<file path="src/rtl/ddr3_rd_arb_pkg.sv">
// Shared types and constants for the DDR3 burst-reader arbiter.
package ddr3_rd_arb_pkg;

  localparam int ADDR_W = 23;
  localparam int BCNT_W = 24;
  localparam logic [27:0] DEF_TIMEOUT_CYCLES = 28'd200_000_000;

  typedef enum logic [5:0] {
    IDLE      = 6'b000001,
    ARB       = 6'b000010,
    LOAD      = 6'b000100,
    WAIT_DONE = 6'b001000,
    DRAIN     = 6'b010000,
    CLEAR     = 6'b100000
  } arb_state_t;

endpackage

</file>
<file path="src/rtl/ddr3_rd_arbiter_rr_pick.sv">
// Combinational round-robin select: first set req bit at or after pointer, wrapping.
module rr_pick #(
  parameter int N  = 2,
  parameter int IW = (N > 1) ? $clog2(N) : 1
) (
  input  logic [N-1:0]  req,
  input  logic [IW-1:0] pointer,
  output logic [N-1:0]  grant,
  output logic [IW-1:0] idx,
  output logic          valid
);

  // Rotating a doubled copy keeps the search indices constant after unrolling.
  always_comb begin
    int unsigned j;
    logic [2*N-1:0] dbl;
    dbl   = {req, req} >> pointer;
    valid = 1'b0;
    j     = 0;
    idx   = '0;
    grant = '0;
    for (int unsigned k = 0; k < N; k++) begin
      if (!valid && dbl[k]) begin
        valid = 1'b1;
        j     = 32'(pointer) + k;
      end
    end
    if (j >= N) j = j - N;
    if (valid) begin
      idx        = IW'(j);
      grant[idx] = 1'b1;
    end
  end

endmodule

</file>
<file path="src/rtl/ddr3_rd_arbiter.sv">
// Round-robin arbiter sharing one DDR3 burst reader between N_REQ read clients.
module ddr3_rd_arbiter
  import ddr3_rd_arb_pkg::*;
#(
  parameter int                   N_REQ          = 2,
  parameter int                   TIMEOUT_W      = 28,
  parameter logic [TIMEOUT_W-1:0] TIMEOUT_CYCLES = TIMEOUT_W'(DEF_TIMEOUT_CYCLES)
) (
  input  logic                      clk,
  input  logic                      reset,
  input  logic [N_REQ-1:0]          req,
  input  logic [N_REQ*ADDR_W-1:0]   req_start_addr,
  input  logic [N_REQ*BCNT_W-1:0]   req_burst_cnt,
  output logic [N_REQ-1:0]          grant,
  output logic [N_REQ-1:0]          done,
  output logic                      timeout_err,
  output logic [ADDR_W-1:0]         ddr3_rd_start_addr,
  output logic [BCNT_W-1:0]         ddr3_rd_burst_cnt,
  output logic                      enable_reading,
  input  logic                      reading_done,
  output logic                      busy
);

  localparam int PW = (N_REQ > 1) ? $clog2(N_REQ) : 1;

  arb_state_t state, state_n;
  logic [N_REQ-1:0]     grant_n, done_n, pick_oh;
  logic [PW-1:0]        ptr, ptr_n, pick_idx;
  logic                 pick_valid, terr_n, en_n;
  logic [ADDR_W-1:0]    addr_n;
  logic [BCNT_W-1:0]    cnt_n;
  logic [TIMEOUT_W-1:0] wdog, wdog_n;

  (* ASYNC_REG = "TRUE" *) logic reading_done_sync1;
  (* ASYNC_REG = "TRUE" *) logic reading_done_sync2;

  rr_pick #(.N(N_REQ), .IW(PW)) u_pick (
    .req    (req),
    .pointer(ptr),
    .grant  (pick_oh),
    .idx    (pick_idx),
    .valid  (pick_valid)
  );

  assign busy = (state != IDLE);

  always_ff @(posedge clk) begin
    if (reset) begin
      state               <= IDLE;
      ptr                 <= '0;
      wdog                <= '0;
      grant               <= '0;
      done                <= '0;
      timeout_err         <= 1'b0;
      enable_reading      <= 1'b0;
      ddr3_rd_start_addr  <= '0;
      ddr3_rd_burst_cnt   <= '0;
      reading_done_sync1  <= 1'b0;
      reading_done_sync2  <= 1'b0;
    end else begin
      state               <= state_n;
      ptr                 <= ptr_n;
      wdog                <= wdog_n;
      grant               <= grant_n;
      done                <= done_n;
      timeout_err         <= terr_n;
      enable_reading      <= en_n;
      ddr3_rd_start_addr  <= addr_n;
      ddr3_rd_burst_cnt   <= cnt_n;
      reading_done_sync1  <= reading_done;
      reading_done_sync2  <= reading_done_sync1;
    end
  end

  always_comb begin
    state_n = state;
    ptr_n   = ptr;
    wdog_n  = wdog;
    grant_n = grant;
    done_n  = '0;
    terr_n  = 1'b0;
    en_n    = enable_reading;
    addr_n  = ddr3_rd_start_addr;
    cnt_n   = ddr3_rd_burst_cnt;
    unique case (state)
      IDLE: if (|req) state_n = ARB;
      ARB: begin
        if (pick_valid) begin
          grant_n = pick_oh;
          addr_n  = req_start_addr[int'(pick_idx)*ADDR_W +: ADDR_W];
          cnt_n   = req_burst_cnt[int'(pick_idx)*BCNT_W +: BCNT_W];
          ptr_n   = (int'(pick_idx) == N_REQ-1) ? '0 : pick_idx + 1'b1;
          state_n = LOAD;
        end else begin
          state_n = IDLE;
        end
      end
      LOAD: begin
        if (ddr3_rd_burst_cnt == '0) begin
          done_n  = grant;
          state_n = DRAIN;
        end else begin
          en_n    = 1'b1;
          wdog_n  = '0;
          state_n = WAIT_DONE;
        end
      end
      WAIT_DONE: begin
        if (wdog != '1) wdog_n = wdog + 1'b1;
        if (reading_done_sync2) begin
          done_n  = grant;
          state_n = DRAIN;
        end else if (wdog == TIMEOUT_CYCLES - 1'b1) begin
          done_n  = grant;
          terr_n  = 1'b1;
          en_n    = 1'b0;
          grant_n = '0;
          state_n = CLEAR;
        end
      end
      DRAIN: begin
        if ((req & grant) == '0) begin
          en_n    = 1'b0;
          grant_n = '0;
          state_n = CLEAR;
        end
      end
      CLEAR: begin
        grant_n = '0;
        en_n    = 1'b0;
        if (!reading_done_sync2) state_n = IDLE;
      end
      default: state_n = IDLE;
    endcase
  end

endmodule
</file>
<file path="config.mk">
export PLATFORM = sky130hd
export DESIGN_NAME = ddr3_rd_arbiter
export DESIGN_NICKNAME = d
export VERILOG_FILES = /design/src/rtl/ddr3_rd_arb_pkg.sv /design/src/rtl/ddr3_rd_arbiter_rr_pick.sv /design/src/rtl/ddr3_rd_arbiter.sv
export SDC_FILE = /design/constraint.sdc
export NUM_CORES = 1
export LEC_CHECK = 0
export ABC_AREA = 1
export ABC_CLOCK_PERIOD_IN_PS = 1780
export CAP_MARGIN = 20
export CORE_AREA = 3 3 112 114
export DETAILED_ROUTE_END_ITERATION = 10
export DIE_AREA = 0 0 115 117
export HOLD_SLACK_MARGIN = 0.05
export MAX_ROUTING_LAYER = met4
export PLACE_DENSITY_LB_ADDON = 0.08
export SLEW_MARGIN = 20
export SYNTH_ARGS = -nofsm -noshare
export SYNTH_HDL_FRONTEND = slang
export SYNTH_SLANG_ARGS = --single-unit
</file>
<file path="constraint.sdc">
create_clock -name clk -period 1.78 [get_ports clk]
set_clock_uncertainty 0.2 [all_clocks]
set_input_delay 0.445 -clock clk [delete_from_list [all_inputs] [get_ports clk]]
set_output_delay 0.445 -clock clk [all_outputs]
set_load 0.01 [all_outputs]
</file>
# Word level (Yosys, flattened, before mapping)

Index checks and enable logic that the tools add are counted.

Bits in registers: 90
Input bits: 99
Output and inout bits: 54
Logic and storage cells: 93

Shift operators: 3
Bitwise gates (word level): 2
Equal/unequal tests: 18
Add/subtract/negate cells: 4
$mul: 2
Mux-type cells: 35
$lt $le $gt $ge: 3
Reduce and logical (&&, ||, !) cells: 15

Operator list:

| kind                                                                    | count |
|---|---|
| 28-bit two-way mux                                                      | 2 |
| 28-bit case mux with 2 select lines                                     | 1 |
| 48-bit by 7-bit indexed part select with 24-bit output                  | 1 |
| 46-bit by 7-bit indexed part select with 23-bit output                  | 1 |
| 6-bit case mux with 6 select lines                                      | 1 |
| 6-bit two-way mux                                                       | 5 |
| 28-bit by 1-bit adder with 28-bit output, second input constant         | 1 |
| 28-bit == test, second input constant                                   | 1 |
| 28-bit inequality test, second input constant                           | 1 |
| 24-bit zero test                                                        | 1 |
| 2-bit two-way mux                                                       | 8 |
| 2-bit inequality test, second input constant                            | 8 |
| 1-bit two-way mux                                                       | 12 |
| 5-bit AND reduction                                                     | 2 |
| 2-bit case mux with 4 select lines                                      | 1 |
| 4-bit nonzero test                                                      | 2 |
| 6-bit by 1-bit == test with 1-bit output, second input constant         | 1 |
| 6-bit by 2-bit == test with 1-bit output, second input constant         | 1 |
| 6-bit by 3-bit == test with 1-bit output, second input constant         | 1 |
| 6-bit by 4-bit == test with 1-bit output, second input constant         | 1 |
| 6-bit by 5-bit == test with 1-bit output, second input constant         | 1 |
| 6-bit == test, second input constant                                    | 1 |
| 1-bit by 5-bit multiplier with 6-bit output, second input constant      | 1 |
| 6-bit by 1-bit inequality test with 1-bit output, second input constant | 1 |
| other kinds (25)                                                        | 26 |

# Depth between registers and ports, before layout

Gate-level depths: netlist of run 1.

Depth in word-level cells: 13
Depth in mapped cells: 12
Gate-level depth less buffers: 11

# Hierarchy

A second synthesis of run 1 with hierarchy kept.

Cells, all modules: 719
Area total of the unflattened synthesis: 4,843.4 um^2

Modules (own cells, without submodules):

| module          | cells each | seq. area each (um^2) | area an instance (um^2) | instances |
|---|---|---|---|---|
| ddr3_rd_arbiter | 712        | 1,801.7               | 4,810.9                 | 1 |
| rr_pick         | 7          | 0.0                   | 32.5                    | 1 |

# Worst setup path before layout of run 1

OpenSTA, ideal clock, no wires.

Path kind: reg2reg
Start: reg wdog[0]
End: reg wdog[4]
Stages on the path, launching flop included: 12
Path slack: -0.066 ns
Buffers on the path: 1
Required time: 1.463 ns
Arrival time: 1.529 ns
Setup time: 0.117 ns
Period minus slack after synthesis: 1.846 ns
Cell sequence: dfxtp_1 > ha_1 > nand2_2 > nor2_4 > nand2_4 > nor2_8 > nand2_4 > nand2_4 > nand2_4 > buf_6 > a31oi_1 > nor2_1

Cells in the longest elaborated chain, start to end: 3
Elaborated cells between the ends (all ways): 6
Classes of those cells: add/sub (1); eq/ne (2); mux (2); reduce/logical (1)

RTL lines:

| item                                                                               | RTL line               | RTL |
|---|---|---|
| start, declared                                                                    | ddr3_rd_arbiter.sv:32  | `logic [TIMEOUT_W-1:0] wdog, wdog_n;` |
| start signal, assigned                                                             | ddr3_rd_arbiter.sv:63  | `wdog <= wdog_n;` |
| 28-bit by 1-bit adder with 28-bit output or 28-bit inequality test (tied branches) | ddr3_rd_arbiter.sv:109 | `if (wdog != '1) wdog_n = wdog + 1'b1;` |
| 28-bit two-way mux or 2-bit inequality test (tied branches)                        | n/a                    |  |
| 28-bit case mux with 2 select lines or 3-bit AND reduction (tied branches)         | n/a                    |  |

Parallel ways exist; a longest one is shown, timed or not. The select of a mux whose other input is x is not followed.
A chain may end at the register's enable or synchronous reset.

# Worst setup path after layout of run 1

Start: reg state[5]
End: out busy

Cells in the longest elaborated chain, start to end: 1

RTL lines:

| item                                             | RTL line              | RTL |
|---|---|---|
| start, declared                                  | ddr3_rd_arbiter.sv:26 | `arb_state_t state, state_n;` |
| start signal, assigned                           | ddr3_rd_arbiter.sv:61 | `state <= state_n;` |
| 6-bit by 1-bit inequality test with 1-bit output | ddr3_rd_arbiter.sv:45 | `assign busy = (state != IDLE);` |
| end, declared                                    | ddr3_rd_arbiter.sv:21 | `output logic busy` |

Every way passes these cells.

==> metrics, run 1 <==
xor-xnor portion of the synthesized cell area 0.364%; Design Power 0.00528 W; GPL Wtd Cong 0.930; # clock sinks 90; Antenna Nets Post-Route 0; Min-Delay Path Class register to register; maximum fanout along the worst path 5; largest net degree at the start of global routing 50; worst r2r path cells 11; register bit total from synthesis 90; maximum achievable frequency 543 MHz; Synth async-reset ratio 0%; Syn-to-layout area delta 57.3%; Cell Pwr Density 698 nW/um^2; initial core utilization 41.8%; core footprint 11500 sq um; Via density 5.18; Post-synth EDFFs 0; final worst setup slack -0.0606 ns; Synth top area share 37.5%; Lkg Pwr 3.39 nW; max cap viols 0; TNS Setup -0.0890 ns; dominant synthesized flop cell dfxtp_1; CTS buffer count 9; synthesized area 4810 sq um; initial drt markers 313; routed len/inst 14.8 um; Yosys cell types 38; top post-synthesis cells by area dfxtp_1, nand2_1, nor2_1, a31oi_1, o21ai_0; simple-gate portion of the synthesized area 37.5%; largest family of logic cells by synthesized area simple AND/OR/NAND/NOR gates; count leader, synth nand2_1; fin util 65.7%; synthesized instance count 720; multiplexer share of the synthesized area 0%; share of layout cells above drive strength 1 20.3%; status finished with violations; CP required 1.13 ns; DRT Pass-1 Iters 4; Min Hold Slack 0.217 ns; register area share after synthesis 37.5%; grt ovf 0; antenna cells 0; Die Area 13500 sq um; cell taking the most area after synthesis dfxtp_1; HPWL Detailed 12.2 mm; GRT Overall Usage 24.5%; Site Rows 39; clk slew on worst S/H paths 0.06 ns; DP Area 7130 sq um; Period minus WS final 1.84 ns; Synth Area in Adders 0.260%; setup violators final 6; hold path cells 2; vias in the first global route 5456; WS Path Type register to output port; failing checks setup timing; Max Slew Vio Count 0; Post-Syn Nets 820; Skew-Pair Late Insertion Delay 0.34 ns; post-synthesis compound-gate area fraction 16.8%; I/O Buffers 152; worst vdd ir 0.000526 V; slew at the pin closest to its max-slew limit 0.286 ns; Via Count 5636; I/O pin count 153; CP Data Arrival Time 1.20 ns; most common library cells after synthesis nand2_1, nor2_1, dfxtp_1; Worst slew margin 80.8%; syn_area_per_cell 6.68 sq um; Setup crit start kind register; final hold violations 0; Worst Setup End Kind output port; first-pass GRT wire length 25.4 mm; initial antenna violation count 0; Final #Nets 1042; Ys Warns 0; fin crit share 103%; H-tree level count 3; CTS max path bufs 2; design area 7570 sq um; Routed WL 16.2 mm; Hold Buf Count CTS 0; CTS tree yes; RSZ-0062 raised after global routing yes; Post-route DRC 0; Die H 117 um; root buf cell clkbuf_16; DIE WIDTH 115 um
-- report_power, final --
group	internal [W]	leakage (nW)	switching, W	total, W
sequential	0.00215	0.733	0.0000954	0.00225
combinational	0.000661	2.53	0.000641	0.00130
clock	0.000964	0.127	0.000766	0.00173
total	0.00378	3.39	0.00150	0.00528
-- routing by layer --
layer	GRT usage, %	part of all wire, %	up-vias
li1	-	-	2819
met1	28.1	42	2596
met2	40.8	48	189
met3	6.02	6.6	32
met4	10.9	3.0	0
met5	-	0	-
-- sequential cells by signal, indices dropped and copies added (netlist names) --
signal	count
enable_reading	1
done	2
wdog	28
ptr	1
grant	2
reading_done_sync2	1
timeout_err	1
ddr3_rd_burst_cnt	24
state	6
ddr3_rd_start_addr	23
reading_done_sync1	1
-- area by class of cell --
| cell class | instances | area [sq um] |
|---|---|---|
| Tap cell | 143 | 179 |
| Clock buffer | 11 | 243 |
| Inverter | 51 | 191 |
| Multi-Input combinational cell | 544 | 2810 |
| Timing Repair Buffer | 246 | 2310 |
| Fill cell | 1037 | 3950 |
| Sequential cell | 90 | 1820 |
| Clock inverter | 3 | 17.5 |
-- worst max-delay path, cell delays in order, from the launching register on --
cell and delay [ns]:
dfxtp_2 0.33, nor2_4 0.17, nand4_1 0.17, buf_2 0.18
-- timing repair --
| action | 4_1_cts | 5_1_grt |
|---|---|---|
| endpoints found under the hold margin | 0 | 0 |
| endpoints found under the setup margin | 91 | 73 |
| pin swaps | 9 | 10 |
| gates cloned | 0 | 1 |
| gates resized for setup | 73 | 38 |
| setup buffers | 1 | 6 |
-- cells in the final DEF (no fill, tap or decap), drive strengths merged, types with 2 or more instances in the layout --
cell             n
clkdlybuf4s50   97
a21oi           30
xor2             2
nand3           55
nand4           11
nand3b           4
clkinv           2
o21ai           54
or2              4
dfxtp           90
dlygate4sd2     53
clkbuf          12
inv             51
nand2          213
nor3b            3
buf             94
a31oi           51
nor2           107
nor3             4
-- path summary, 6_finish.rpt --
kind,start,to,slack (ns)
worst min-delay path,reading_done_sync1,reading_done_sync2,0.22
worst max register to register,wdog[1],wdog[27],-0.01
worst min register to register,reading_done_sync1,reading_done_sync2,0.22
worst max-delay path,state[5],busy,-0.06
-- metrics by stage --
| stage | setup slack, ns | std cells |
|---|---|---|
| final | -0.0606 | 1088 |
| after global routing | -0.122 | 1088 |
| after CTS | -0.0852 | 1081 |
| after detailed placement | -0.339 | 1066 |
| after global placement | -0.291 | 1066 |
| after floorplan | 0.0137 | 720 |
-- kinds of logic after synthesis --
kind of cell	after synthesis
simple gates	402
buf+inv	86
fa+ha+maj	1
flops	90
compound gates	139
xor+xnor	2
(Power assumes the default switching activity.)
==> run 2: changes to the inputs <==
--- a/config.mk
+++ b/config.mk
@@ -7,7 +7,7 @@
 export LEC_CHECK = 0
 export ABC_AREA = 1
 export ABC_CLOCK_PERIOD_IN_PS = 1780
-export CAP_MARGIN = 20
+export CAP_MARGIN = 15
 export CORE_AREA = 3 3 112 114
 export DETAILED_ROUTE_END_ITERATION = 10
 export DIE_AREA = 0 0 115 117
==> results of run 2 <==
Same layout as run 1: the final DEF is identical, and so are final timing and power.
==> run 3: changes to the inputs <==
--- a/config.mk
+++ b/config.mk
@@ -14,6 +14,7 @@
 export HOLD_SLACK_MARGIN = 0.05
 export MAX_ROUTING_LAYER = met4
 export PLACE_DENSITY_LB_ADDON = 0.08
+export REMOVE_ABC_BUFFERS = 1
 export SLEW_MARGIN = 20
 export SYNTH_ARGS = -nofsm -noshare
 export SYNTH_HDL_FRONTEND = slang
==> metrics, run 3 (synthesized netlist as in run 1, its figures left out) <==
Skew-Pair Late Insertion Delay 0.35 ns; fin crit share 104%; antenna cells 0; setup violators final 19; design area 8070 sq um; Period minus WS final 1.85 ns; Worst Setup End Kind register; CTS buffer count 9; grt ovf 0; largest reg by FF count wdog; DP Area 7100 sq um; Post-route DRC 0; commonest non-fill, non-tap cell in the layout nand2_1; largest net degree at the start of global routing 52; Die H 117 um; I/O pin count 153; RSZ-0062 raised after global routing yes; cells along the critical path ha_4, nand2_4, nor2_4, nand2_4, buf_6, nor2_4, nand2_4, nand3_4, nand3_4, nand2_2, nand2_1, nor2_1; Cell Pwr Density 719 nW/um^2; family with the most delay on the worst path simple AND/OR/NAND/NOR gates; Lkg Pwr 3.59 nW; Worst slew margin 81.7%; first-pass GRT wire length 27.0 mm; Max Slew Vio Count 0; # clock sinks 90; clk slew on worst S/H paths 0.06 ns; failing checks setup timing; GRT Overall Usage 25.9%; fill count 958; CP required 1.85 ns; DRT Pass-1 Iters 5; core footprint 11500 sq um; H-tree level count 3; Syn-to-layout area delta 67.8%; maximum fanout along the worst path 5; worst vdd ir 0.000423 V; DIE WIDTH 115 um; Routed WL 18.5 mm; CP Data Arrival Time 1.92 ns; Final #Nets 1062; CTS tree yes; most frequent cells in the layout nand2_1, clkdlybuf4s50_1, buf_4; routed len/inst 16.6 um; maximum achievable frequency 540 MHz; CTS max path bufs 2; Setup crit start kind register; Largest regs wdog: 28 flops, ddr3_rd_burst_cnt: 24 flops, ddr3_rd_start_addr: 23 flops; final worst setup slack -0.0713 ns; share of layout cells above drive strength 1 24.7%; Via density 5.23; GPL Wtd Cong 1.02; final hold violations 0; Min Hold Slack 0.204 ns; root buf cell clkbuf_16; Most common cell on crit path nand2_4; Min-Delay Path Class register to register; I/O Buffers 152; initial antenna violation count 0; Via Count 5802; status finished with violations; Antenna Nets Post-Route 0; vias in the first global route 5562; Die Area 13500 sq um; critical path's slowest cell dfxtp_2; max cap viols 0; WS Path Type register to register; worst path bufs/invs 1; initial drt markers 444; slew at the pin closest to its max-slew limit 0.274 ns; Site Rows 39; max FFs per register 28; crit-path max cell delay 0.35 ns; initial core utilization 41.8%; HPWL Detailed 12.2 mm
## run 3: where the power goes
group	internal (W)	switching, W	leakage (nW)
logic	0.000727	0.000719	2.70
clock network	0.00127	0.000835	0.157
registers	0.00215	0.0000966	0.735
total	0.00415	0.00165	3.59
## run 3: area by class of cell
cell class / count / area [sq um] / area share [%]
Multi-Input combinational cell: 545 / 2960 / 36.7
Timing Repair Buffer: 265 / 2600 / 32.2
Sequential cell: 90 / 1820 / 22.6
Clock buffer: 12 / 246 / 3.05
Inverter: 51 / 196 / 2.43
Tap cell: 143 / 179 / 2.22
Clock inverter: 4 / 73.8 / 0.915
## run 3: final timing paths
check	end	slack, ns	startpoint	depth (start not counted)
max	state[5]	-0.07	wdog[1]	12
min reg2reg	reading_done_sync2	0.20	reading_done_sync1	2
max reg2reg	state[5]	-0.07	wdog[1]	12
min	reading_done_sync2	0.20	reading_done_sync1	2
## run 3: worst reg2reg max path: cells and delay by family (launching register included)
kind / cells / cell delay (ns)
and+or+nand+nor: 10 / 0.93
buffers and inverters: 1 / 0.13
DFF: 1 / 0.35
adders and majority gates: 1 / 0.16
## run 3: through the flow
stage | util, % | TNS (ns) | instances | power [W] | worst slack [ns]
after floorplan | - | -119.55 | 685 | 0.00281 | -2.39
after global placement | 61.7 | -16.89 | 1068 | 0.00358 | -0.339
after detailed placement | 61.7 | -19.87 | 1068 | 0.00360 | -0.387
after CTS | 66.3 | -0.937 | 1093 | 0.00562 | -0.141
after global routing | 70.1 | -2.76 | 1110 | 0.00603 | -0.185
final | 70.1 | -0.491 | 1110 | 0.00580 | -0.0713
## run 3: metal layers
metal	up-vias	global-route usage [%]	wire (um)
li1	2870	-	-
met1	2689	32.7	7830
met2	209	40.5	8850
met3	34	6.43	1360
met4	0	9.31	431
met5	-	-	0
## run 3: what timing repair did
item	CTS	global route
setup buffers	7	11
setup endpoints to repair	100	90
pin swaps	25	19
resized for setup	100	72
hold buffers	0	0
cloned	2	9
